### config.mk
export PLATFORM = sky130hd
export DESIGN_NAME = bin2bcd16
export DESIGN_NICKNAME = d
export VERILOG_FILES = /design/src/rtl/bin2bcd16.sv
export SDC_FILE = /design/constraint.sdc
export NUM_CORES = 1
export LEC_CHECK = 0
export ABC_AREA = 1
export BUFFER_PORTS_ARGS = -buffer_cell sky130_fd_sc_hd__buf_2
export CAP_MARGIN = 20
export CORE_MARGIN = 1
export CORE_UTILIZATION = 40
export CTS_CLUSTER_DIAMETER = 120
export DETAILED_ROUTE_END_ITERATION = 12
export PLACE_DENSITY_LB_ADDON = 0.1
export SLEW_MARGIN = 20
export SYNTH_ARGS = -nofsm -noshare
export SYNTH_HDL_FRONTEND = slang
export SYNTH_SLANG_ARGS = --single-unit
### constraint.sdc
create_clock -name clk -period 1.8 [get_ports clk]
set_input_delay 0.18 -clock clk [delete_from_list [all_inputs] [get_ports clk]]
set_output_delay 0.18 -clock clk [all_outputs]
set_load 0.03 [all_outputs]
### src/rtl/bin2bcd16.sv
// Sequential 16-bit binary to 5-digit packed BCD converter.
// Double-dabble, one bit per clock, with registered result and digit count.
module bin2bcd16 (
  input  logic        clk,
  input  logic        reset,
  input  logic        start,
  input  logic [15:0] bin,
  output logic        busy,
  output logic        rdy,
  output logic [19:0] bcd,
  output logic [2:0]  ndigits
);

  typedef enum logic [1:0] {
    IDLE,
    SHIFT,
    DONE
  } state_t;

  state_t      state, state_n;
  logic        start_q;
  logic        go;
  logic [15:0] shreg, shreg_n;
  logic [19:0] scr, scr_n;
  logic [19:0] adj;
  logic [3:0]  cnt, cnt_n;
  logic        busy_n, rdy_n;
  logic [19:0] bcd_n;
  logic [2:0]  nd_n;

  assign go = start & ~start_q;

  function automatic logic [2:0] count_digits(
    input logic [19:0] v
  );
    logic [2:0] n;
    if (v[19:16] != 4'd0)      n = 3'd5;
    else if (v[15:12] != 4'd0) n = 3'd4;
    else if (v[11:8] != 4'd0)  n = 3'd3;
    else if (v[7:4] != 4'd0)   n = 3'd2;
    else                       n = 3'd1;
    return n;
  endfunction

  // all nibbles corrected in parallel from pre-shift values
  always_comb begin
    adj = scr;
    for (int i = 0; i < 5; i++) begin
      if (scr[4*i +: 4] >= 4'd5)
        adj[4*i +: 4] = scr[4*i +: 4] + 4'd3;
    end
  end

  always_comb begin
    state_n = state;
    shreg_n = shreg;
    scr_n   = scr;
    cnt_n   = cnt;
    busy_n  = busy;
    rdy_n   = rdy;
    bcd_n   = bcd;
    nd_n    = ndigits;
    unique case (state)
      IDLE, DONE: begin
        if (go) begin
          shreg_n = bin;
          scr_n   = 20'd0;
          cnt_n   = 4'd0;
          rdy_n   = 1'b0;
          busy_n  = 1'b1;
          state_n = SHIFT;
        end
      end
      SHIFT: begin
        scr_n   = {adj[18:0], shreg[15]};
        shreg_n = {shreg[14:0], 1'b0};
        cnt_n   = cnt + 4'd1;
        if (cnt == 4'd15) begin
          bcd_n   = scr_n;
          nd_n    = count_digits(scr_n);
          rdy_n   = 1'b1;
          busy_n  = 1'b0;
          state_n = DONE;
        end
      end
      default: state_n = IDLE;
    endcase
  end

  always_ff @(posedge clk or negedge reset) begin
    if (!reset) begin
      state   <= IDLE;
      start_q <= 1'b0;
      shreg   <= 16'd0;
      scr     <= 20'd0;
      cnt     <= 4'd0;
      busy    <= 1'b0;
      rdy     <= 1'b0;
      bcd     <= 20'd0;
      ndigits <= 3'd0;
    end else begin
      state   <= state_n;
      start_q <= start;
      shreg   <= shreg_n;
      scr     <= scr_n;
      cnt     <= cnt_n;
      busy    <= busy_n;
      rdy     <= rdy_n;
      bcd     <= bcd_n;
      ndigits <= nd_n;
    end
  end

endmodule

# [After elaboration in Yosys (flattened, before gate mapping)]
# Cells that the tools add are included.
# W data, S select, Z words.
[totals] reg_bits=68 inputBits=19 word_cells=62
[op_classes] bitwise=2 add_sub_neg=6 magnitude_cmp=5 n_eq_ne=5 muxes=24 reduce_logical=11
[op_table] operator="$pmux W20 S2" n=1
[op_table] operator="$pmux W16 S2" n=1
[op_table] operator="$ge A4 B3 Y1 const B" n=5
[op_table] operator="$mux W20" n=1
[op_table] operator="$mux W4" n=5
[op_table] operator="$add A4 B2 Y4 const B" n=4
[op_table] operator="$mux W16" n=1
[op_table] operator="$reduce_bool A4 Y1" n=4
[op_table] operator="$mux W3" n=3
[op_table] operator="$mux W2" n=4
[op_table] operator="$pmux W4 S2" n=1
[op_table] operator="$reduce_and A2 Y1" n=3
[op_table] operator="$add A4 B1 Y4 const B" n=1
[op_table] operator="$eq A4 B4 Y1 const B" n=1
[op_table] operator="$mux W1" n=4
[op_table] operator="$ne A2 B2 Y1 const B" n=2
[op_table] operator="$pmux W1 S2" n=2
[op_table] operator="$pmux W2 S2" n=1
[op_table] operator="$add A3 B2 Y3 const B" n=1
[op_table] operator="$reduce_and A3 Y1" n=1
[op_table] operator="$eq A2 B1 Y1 const B" n=1
[op_table] operator="$eq A2 B2 Y1 const B" n=1
[op_table] operator="$logic_not A2 Y1" n=1
[op_table] operator="$reduce_bool A2 Y1" n=1
[op_table] operator="3 further kinds" n=3

# [Longest topological paths before layout]
# Gate-level depths: netlist (run 1).
[logic_depth] word_depth=7 mapped_depth=12 ltp_nobuf=12

# [Least setup slack after synthesis (run 1)]
# Ideal clock, no wire load.
[synth_timing] path_kind="register to register" start="register scr[4]" end="register ndigits[0]" setup_slack_ps=333 period_less_slack_ps=1467 t_required_ps=1679 n_path_buf=0 t_arrival_ps=1346 path_stages_with_launch=12 cell_sequence="dfrtp_1 -> inv_1 -> ha_1 -> inv_1 -> nand2_1 -> nand3_1 -> nand2_1 -> nand2_1 -> nor2_1 -> nand2_1 -> nand2_1 -> nand2_1"
[synth_between] elab_chain_len=7
[synth_rtl] item="start: declaration" line_no="24" source="logic [19:0] scr, scr_n;"
[synth_rtl] item="start signal: assignment" line_no="105" source="scr <= scr_n;"
[synth_rtl] item="$add A4 B2 Y4 or $ge A4 B3 Y1 (tied branches)" line_no="50, 49"
[synth_rtl] item="$mux W4 (*)" line_no="49" source="if (scr[4*i +: 4] >= 4'd5)"
[synth_rtl] item="$reduce_bool A4 Y1" line_no="40" source="else if (v[7:4] != 4'd0) n = 3'd2;"
[synth_rtl] item="$mux W2" line_no="40"
[synth_rtl] item="$mux W2 (*)" line_no="39" source="else if (v[11:8] != 4'd0) n = 3'd3;"
[synth_rtl] item="$mux W3 (*)" line_no="38" source="else if (v[15:12] != 4'd0) n = 3'd4;"
[synth_rtl] item="$mux W3 (*)" line_no="37" source="if (v[19:16] != 4'd0) n = 3'd5;"
[synth_rtl] item="end signal: assignment" line_no="110" source="ndigits <= nd_n;"
[synth_rtl] item="end: declaration" line_no="11" source="output logic [2:0] ndigits"
# Every way passes the cells marked *; elsewhere a longest branch is shown, timed or not.
# A chain may end at the register's enable or synchronous reset.

# [Worst setup path after layout (run 1)]
[layout_timing] start="register scr[8]" end="register ndigits[0]"
[layout_between] elab_chain_len=6
[layout_rtl] item="$add A4 B2 Y4 or $ge A4 B3 Y1 (tied branches)" line_no="50, 49"
[layout_rtl] item="$mux W4 (*)" line_no="49"
[layout_rtl] item="$reduce_bool A4 Y1" line_no="39"
[layout_rtl] item="$mux W2" line_no="39"
[layout_rtl] item="$mux W3 (*)" line_no="38"
[layout_rtl] item="$mux W3 (*)" line_no="37"
# Marks and branches as above.

==> impl_metrics.tcl, run 1 <==
set metrics [dict create \
    worst_path_most_repeated_cell "nand2_1" \
    drv_slew 0 \
    power_leakage_nw 2.02 \
    htree_levels 3 \
    async_reset_ff_share_pct 100 \
    cts-root-buf "clkbuf_8" \
    tritoncts "yes" \
    tns_ns 0 \
    avgSynthCellArea_sq_um 8.48 \
    grt_overflow 0 \
    clock_path_buffers 2 \
    grt_pass1_vias 2487 \
    die_height_microns 92.0 \
    irDropWorstVdd_v 0.000723 \
    yosysTopAreaCell "dfrtp_1" \
    drt_iter0_drc 132 \
    grt_max_degree 69 \
    path_cells "inv_1, ha_1, inv_1, nand2_1, nand3_1, nand2_1, nand2_1, nand2_1, nor2_1, nand2_1, nand2_1, nand2_1" \
    dieArea_sq_um 8470 \
    gr-usage-all-layers_pct 17.5 \
    net-switching-power_mw 3.44 \
    dieWidth_microns 92.0 \
    start_util_pct 41.7 \
    p_sw_share_pct 44.0 \
    cpPeakStageDelay_ns 0.39 \
    cp_max_fo 5 \
    min_from "bin[12]" \
    drv_cap 0 \
    status "completed" \
    r2r_start "scr[8]" \
    ant_nets 0 \
    final_cells 541 \
    syn_to_final_growth_pct 19.7 \
    critPathBufInv 2 \
    critPathKind "flop to flop" \
    combPwrFrac_pct 47.3 \
    max_freq_mhz 617 \
    yosys_most_used_dff "dfrtp_1" \
    clkLatencyLatePin_ns 0.34 \
    p_int_mw 4.39 \
    cts_buffers 9 \
    synth_seq_cells 68 \
    synth_seq_area_share_pct 52.5 \
    period_share_pct 90.0 \
    setup_violations 0 \
    arrival_ns 1.85 \
    layout-drive-gt1-share_pct 17.8 \
    slew_headroom_pct 75.9 \
    io_buffers 43 \
    power_mw 7.83 \
    numClockSinks 68 \
    path_clk_slew_ns 0.08 \
    placed_cells 522 \
    synth_commonest_cells "nand2_1, dfrtp_1, inv_1" \
    io_pins 44 \
    design_area_sq_um 3880 \
    worstMarginPinSlew_ns 0.361 \
    netlist_area_sq_um 3240 \
    drt_wl_total_microns 6820 \
    antenna_found_initial 0 \
    yosysMostFrequentCell "nand2_1" \
    path_delay_family "simple AND/OR/NAND/NOR gates" \
    vias 2666 \
    crit_slowest_cell "dfrtp_1" \
    placed_cell_area_sq_um 3610 \
    hold_class "primary input to flop" \
    power_density_nw_per_um2 2020 \
    firstDrtPassIters 5 \
    crit_path_end_kind "flop" \
    period_needed_ns 1.62 \
    finClkSkew_ns 0.00656 \
    hold_violations 0 \
    routed_via_density 4.93 \
    syn_inst 382 \
    seqPwrFrac_pct 33.5 \
    grt_first_pass_wirelength_microns 11600 \
    p_clk_share_pct 19.2 \
    synthTopCellsByArea "dfrtp_1, nand2_1, o22ai_1" \
    synth_edf_count 0 \
    design.core.area_sq_um 7770 \
    num_antenna_cells 0 \
    drc 0 \
    required_ns 2.03 \
    cp-startpoint "scr[8]" \
    hpwl_microns 4480 \
    syn_nets 412 \
    fin_nets 464 \
    synth_top_cell_area_share_pct 52.5 \
    startpoint_type "flop" \
    pre_cts_slack_ns 0.157 \
    gp_congestion 0.756 \
    avgRoutedWirePerCell_microns 12.6 \
    rows 32 \
    ys_warn_count 0 \
    setup_ws_ns 0.180 \
    ys_types 29 \
]
[registers in the layout, summed over array words and instances (netlist names)]
register  count
bcd          20
busy          1
cnt           4
ndigits       3
rdy           1
scr          20
shreg        16
start_q       1
state         2
[metrics by stage]
stage / util (%) / hold WS (ns)
2_1_floorplan: - / -0.116
3_3_place_gp: 46.5 / 0.235
3_5_place_dp: 46.5 / 0.238
4_1_cts: 49.7 / 0.0413
5_1_grt: 49.9 / 0.0522
6_report: 49.9 / 0.0607
[repair_timing]
action                                  in CTS  in global routing
endpoints found under the setup margin       0                  2
resized for setup                            0                  3
setup buffers                                0                  1
hold endpoints to repair                    69                  0
hold buffers                                 2                  0
[final cells by class]
| cell class | instances | area [sq um] |
|---|---|---|
| Multi-Input combinational cell | 253 | 1300 |
| Clock inverter | 5 | 100 |
| Clock buffer | 11 | 131 |
| Fill cell | 734 | 3890 |
| Timing Repair Buffer | 53 | 333 |
| Inverter | 49 | 184 |
| Tap cell | 102 | 128 |
| Sequential cell | 68 | 1700 |
[tightest hold or removal path, cell delays in order]
cell     delay, ns
buf_2         0.07
a22oi_1       0.05
nand2_1       0.06
[power by group through the flow]
| stage | clock network, mW | registers [mW] | logic [mW] |
|---|---|---|---|
| after floorplan | 0 | 3.02 | 2.36 |
| after global placement | 0 | 2.63 | 3.63 |
| after detailed placement | 0 | 2.64 | 3.67 |
| after CTS | 1.54 | 2.62 | 3.69 |
| after global routing | 1.60 | 2.71 | 4.24 |
| final | 1.51 | 2.62 | 3.71 |
[cell families (layout without fill, tap and decap cells)]
logic type,Yosys count,after routing,share of synthesized area (%)
AO/OA/AOI/OAI,72,72,13.1
AND/OR/NAND/NOR,168,168,22.0
buffers and inverters,61,118,7.64
XOR/XNOR,2,2,0.541
flip-flops,68,68,52.5
adder cells (fa/ha/maj),11,11,4.25
[placed cells by master (no fill, tap or decap), drive strengths merged]
| master | instances |
|---|---|
| nand2 | 105 |
| dfrtp | 68 |
| buf | 51 |
| inv | 48 |
| nor2 | 40 |
| o21ai | 30 |
| o22ai | 28 |
| nand3 | 12 |
| ha | 11 |
| clkbuf | 11 |
| nand4 | 9 |
| a22oi | 6 |
| a21oi | 3 |
| bufinv | 3 |
| clkinv | 3 |
| a22o | 2 |
| and2 | 2 |
| xor2 | 2 |
| dlygate4sd3 | 2 |
| o21a | 1 |
| o31ai | 1 |
| a31oi | 1 |
[worst paths after layout]
check	end	slack (ns)	cells after the start
setup / recovery	ndigits[0]	0.18	12
hold / removal	shreg[12]	0.06	3
setup reg to reg	ndigits[0]	0.18	12
hold reg to reg	bcd[10]	0.48	2
max in group asynchronous	shreg[4]	1.12	3
min in group asynchronous	scr[10]	0.40	3
[metal layers]
| metal | vias up | GRT usage, % | part of all wire (%) |
|---|---|---|---|
| li1 | 1359 | - | - |
| met1 | 1250 | 25.0 | 51 |
| met2 | 50 | 26.1 | 44 |
| met3 | 7 | 4.23 | 3.4 |
| met4 | 0 | 5.86 | 1.1 |
| met5 | - | 0 | 0 |
(Power assumes the default switching activity.)
==> inputs of run 2 (changes only) <==
--- a/config.mk
+++ b/config.mk
@@ -9,7 +9,7 @@
 export BUFFER_PORTS_ARGS = -buffer_cell sky130_fd_sc_hd__buf_2
 export CAP_MARGIN = 20
 export CORE_MARGIN = 1
-export CORE_UTILIZATION = 40
+export CORE_UTILIZATION = 45
 export CTS_CLUSTER_DIAMETER = 120
 export DETAILED_ROUTE_END_ITERATION = 12
 export PLACE_DENSITY_LB_ADDON = 0.1
==> run 2 against run 1 <==
Effect of this change: sequential power barely moved; final cell count fell by 1.3%; global-route usage rose by 1.6 points; critical path depth did not move; first-iteration DRC count fell by 24%; wire length fell by 4.5%; largest cell class unchanged; largest power group unchanged.
==> impl_metrics.tcl, run 2 (synthesis gave the netlist of run 1 again) <==
set metrics [dict create \
    status "completed" \
    startpoint_type "flop" \
    hpwl_microns 4560 \
    whs_ns 0.0751 \
    layout_commonest_cell "nand2_1" \
    path_cells "inv_2, ha_1, inv_1, nand2_1, nand3_1, nand2_1, nand2_1, nand2_1, nor2_1, nand2_1, nand2_1, nand2_1" \
    seqPwrFrac_pct 35.3 \
    r2r_end "ndigits[1]" \
    dieArea_sq_um 7540 \
    power_mw 7.41 \
    cp_max_fo 5 \
    hold_class "primary input to flop" \
    start_util_pct 47.2 \
    setup_violations 0 \
    htree_levels 3 \
    crit_path_end_kind "flop" \
    hold_end "shreg[11]" \
    io_buffers 43 \
    setup_ws_ns 0.180 \
    gp_congestion 0.827 \
    drt_wl_total_microns 6510 \
    worst_path_most_repeated_cell "nand2_1" \
    vias 2663 \
    design.core.area_sq_um 6870 \
    die_height_microns 86.9 \
    grt_pass1_vias 2534 \
    rows 30 \
    max_freq_mhz 617 \
    drv_cap 0 \
    worstMarginPinSlew_ns 0.496 \
    tns_ns 0 \
    crit_slowest_cell "dfrtp_1" \
    required_ns 2.02 \
    layout-drive-gt1-share_pct 17.8 \
    clkLatencyLatePin_ns 0.33 \
    drt_iter0_drc 100 \
    placed_cells 518 \
    cts_buffers 9 \
    avgRoutedWirePerCell_microns 12.2 \
    cts-root-buf "clkbuf_8" \
    fin_nets 465 \
    rsz0062_at_grt "false" \
    grt_overflow 0 \
    final_cells 534 \
    critPathKind "flop to flop" \
    reg2reg_depth 12 \
    drc 0 \
    gr-usage-all-layers_pct 19.1 \
    syn_to_final_growth_pct 17.7 \
    period_share_pct 90.0 \
    num_antenna_cells 0 \
    dieWidth_microns 86.9 \
    grt_max_degree 31 \
    combPwrFrac_pct 49.7 \
    p_clk_share_pct 15.1 \
    cpPeakStageDelay_ns 0.40 \
    antenna_found_initial 0 \
    io_pins 44 \
    r2r_slack_ns 0.18 \
    path_clk_slew_ns 0.07 \
    irDropWorstVdd_v 0.000826 \
    p_int_mw 4.07 \
    routed_via_density 4.99 \
    tritoncts "yes" \
    clock_path_buffers 2 \
    slew_headroom_pct 66.9 \
    ant_nets 0 \
    min_path_cells 3 \
    power_density_nw_per_um2 1940 \
    p_sw_share_pct 45.2 \
    r2r_start "scr[4]" \
    net-switching-power_mw 3.35 \
    layout_common_cells "nand2_1, dfrtp_1, inv_1, buf_2, nor2_1" \
    pre_cts_slack_ns 0.158 \
    num-fill-cells 646 \
    power_leakage_nw 2.00 \
    arrival_ns 1.84 \
    drv_slew 0 \
    firstDrtPassIters 4 \
    finClkSkew_ns 0.00687 \
    grt_first_pass_wirelength_microns 11200 \
    hold_violations 0 \
    period_needed_ns 1.62 \
    top_regs "bcd (20), scr (20), shreg (16)" \
    numClockSinks 68 \
    min_from "bin[11]" \
]
run 2: cell types whose count changed in the layout (fill, tap and decap cells not counted):
cell and change:
nand2_1 +1, inv_2 +1, clkbuf_1 -2, inv_1 -1, buf_4 +1, nand3_1 +1
clkbuf_8 +3, nand2_2 -1, bufinv_16 -3, nand3_2 -1
run 2: metrics by stage:
| step | cell area [sq um] | utilization [%] |
|---|---|---|
| final | 3810 | 55.5 |
| after global routing | 3810 | 55.5 |
| after CTS | 3810 | 55.5 |
| after detailed placement | 3620 | 52.7 |
| after global placement | 3620 | 52.7 |
| after floorplan | 3240 | - |
run 2: critical path: cells and delay by family, from the launching register on:
family                   cells  cell delay [ns]
flip-flops                   1             0.40
buffers and inverters        2             0.13
AND/OR/NAND/NOR              9             0.78
adder cells (fa/ha/maj)      1             0.20
run 2: cell type report:
cell class	instances	area (sq um)	share of cell area (%)
Tap cell	96	120	3.15
Multi-Input combinational cell	253	1290	33.9
Clock inverter	2	10.0	0.262
Clock buffer	12	165	4.33
Sequential cell	68	1700	44.6
Inverter	49	184	4.82
Timing Repair Buffer	54	340	8.92
run 2: worst max-delay path by stage:
stage | start | to | slack [ns] | depth (start not counted)
global route | scr[4] | ndigits[0] | 0.001 | 11
finish | scr[4] | ndigits[1] | 0.18 | 12
detailed placement | scr[4] | ndigits[0] | 0.16 | 11
floorplan | scr[4] | ndigits[0] | 0.33 | 11
global placement | scr[4] | ndigits[0] | 0.24 | 11
CTS | scr[4] | ndigits[0] | 0.14 | 11
run 2: routing by layer:
metal,share of wire [%],global-route usage (%),up-vias
met5,0,0,-
met4,0.92,7.58,0
met3,3.1,3.70,6
met2,47,31.6,46
met1,49,24.8,1250
li1,-,-,1361
run 2: timing repair:
action                                  in CTS  in global routing
endpoints found under the hold margin       17                  0
endpoints found under the setup margin       0                  2
resized for setup                            0                  2
setup buffers                                0                  0
hold buffers                                 2                  0
run 2: power groups by stage:
stage	clock network, mW	registers [mW]	logic, mW
CTS	1.15	2.61	3.70
global route	1.22	2.70	4.16
global placement	0	2.62	3.63
detailed placement	0	2.63	3.69
finish	1.12	2.62	3.68
floorplan	0	3.02	2.36
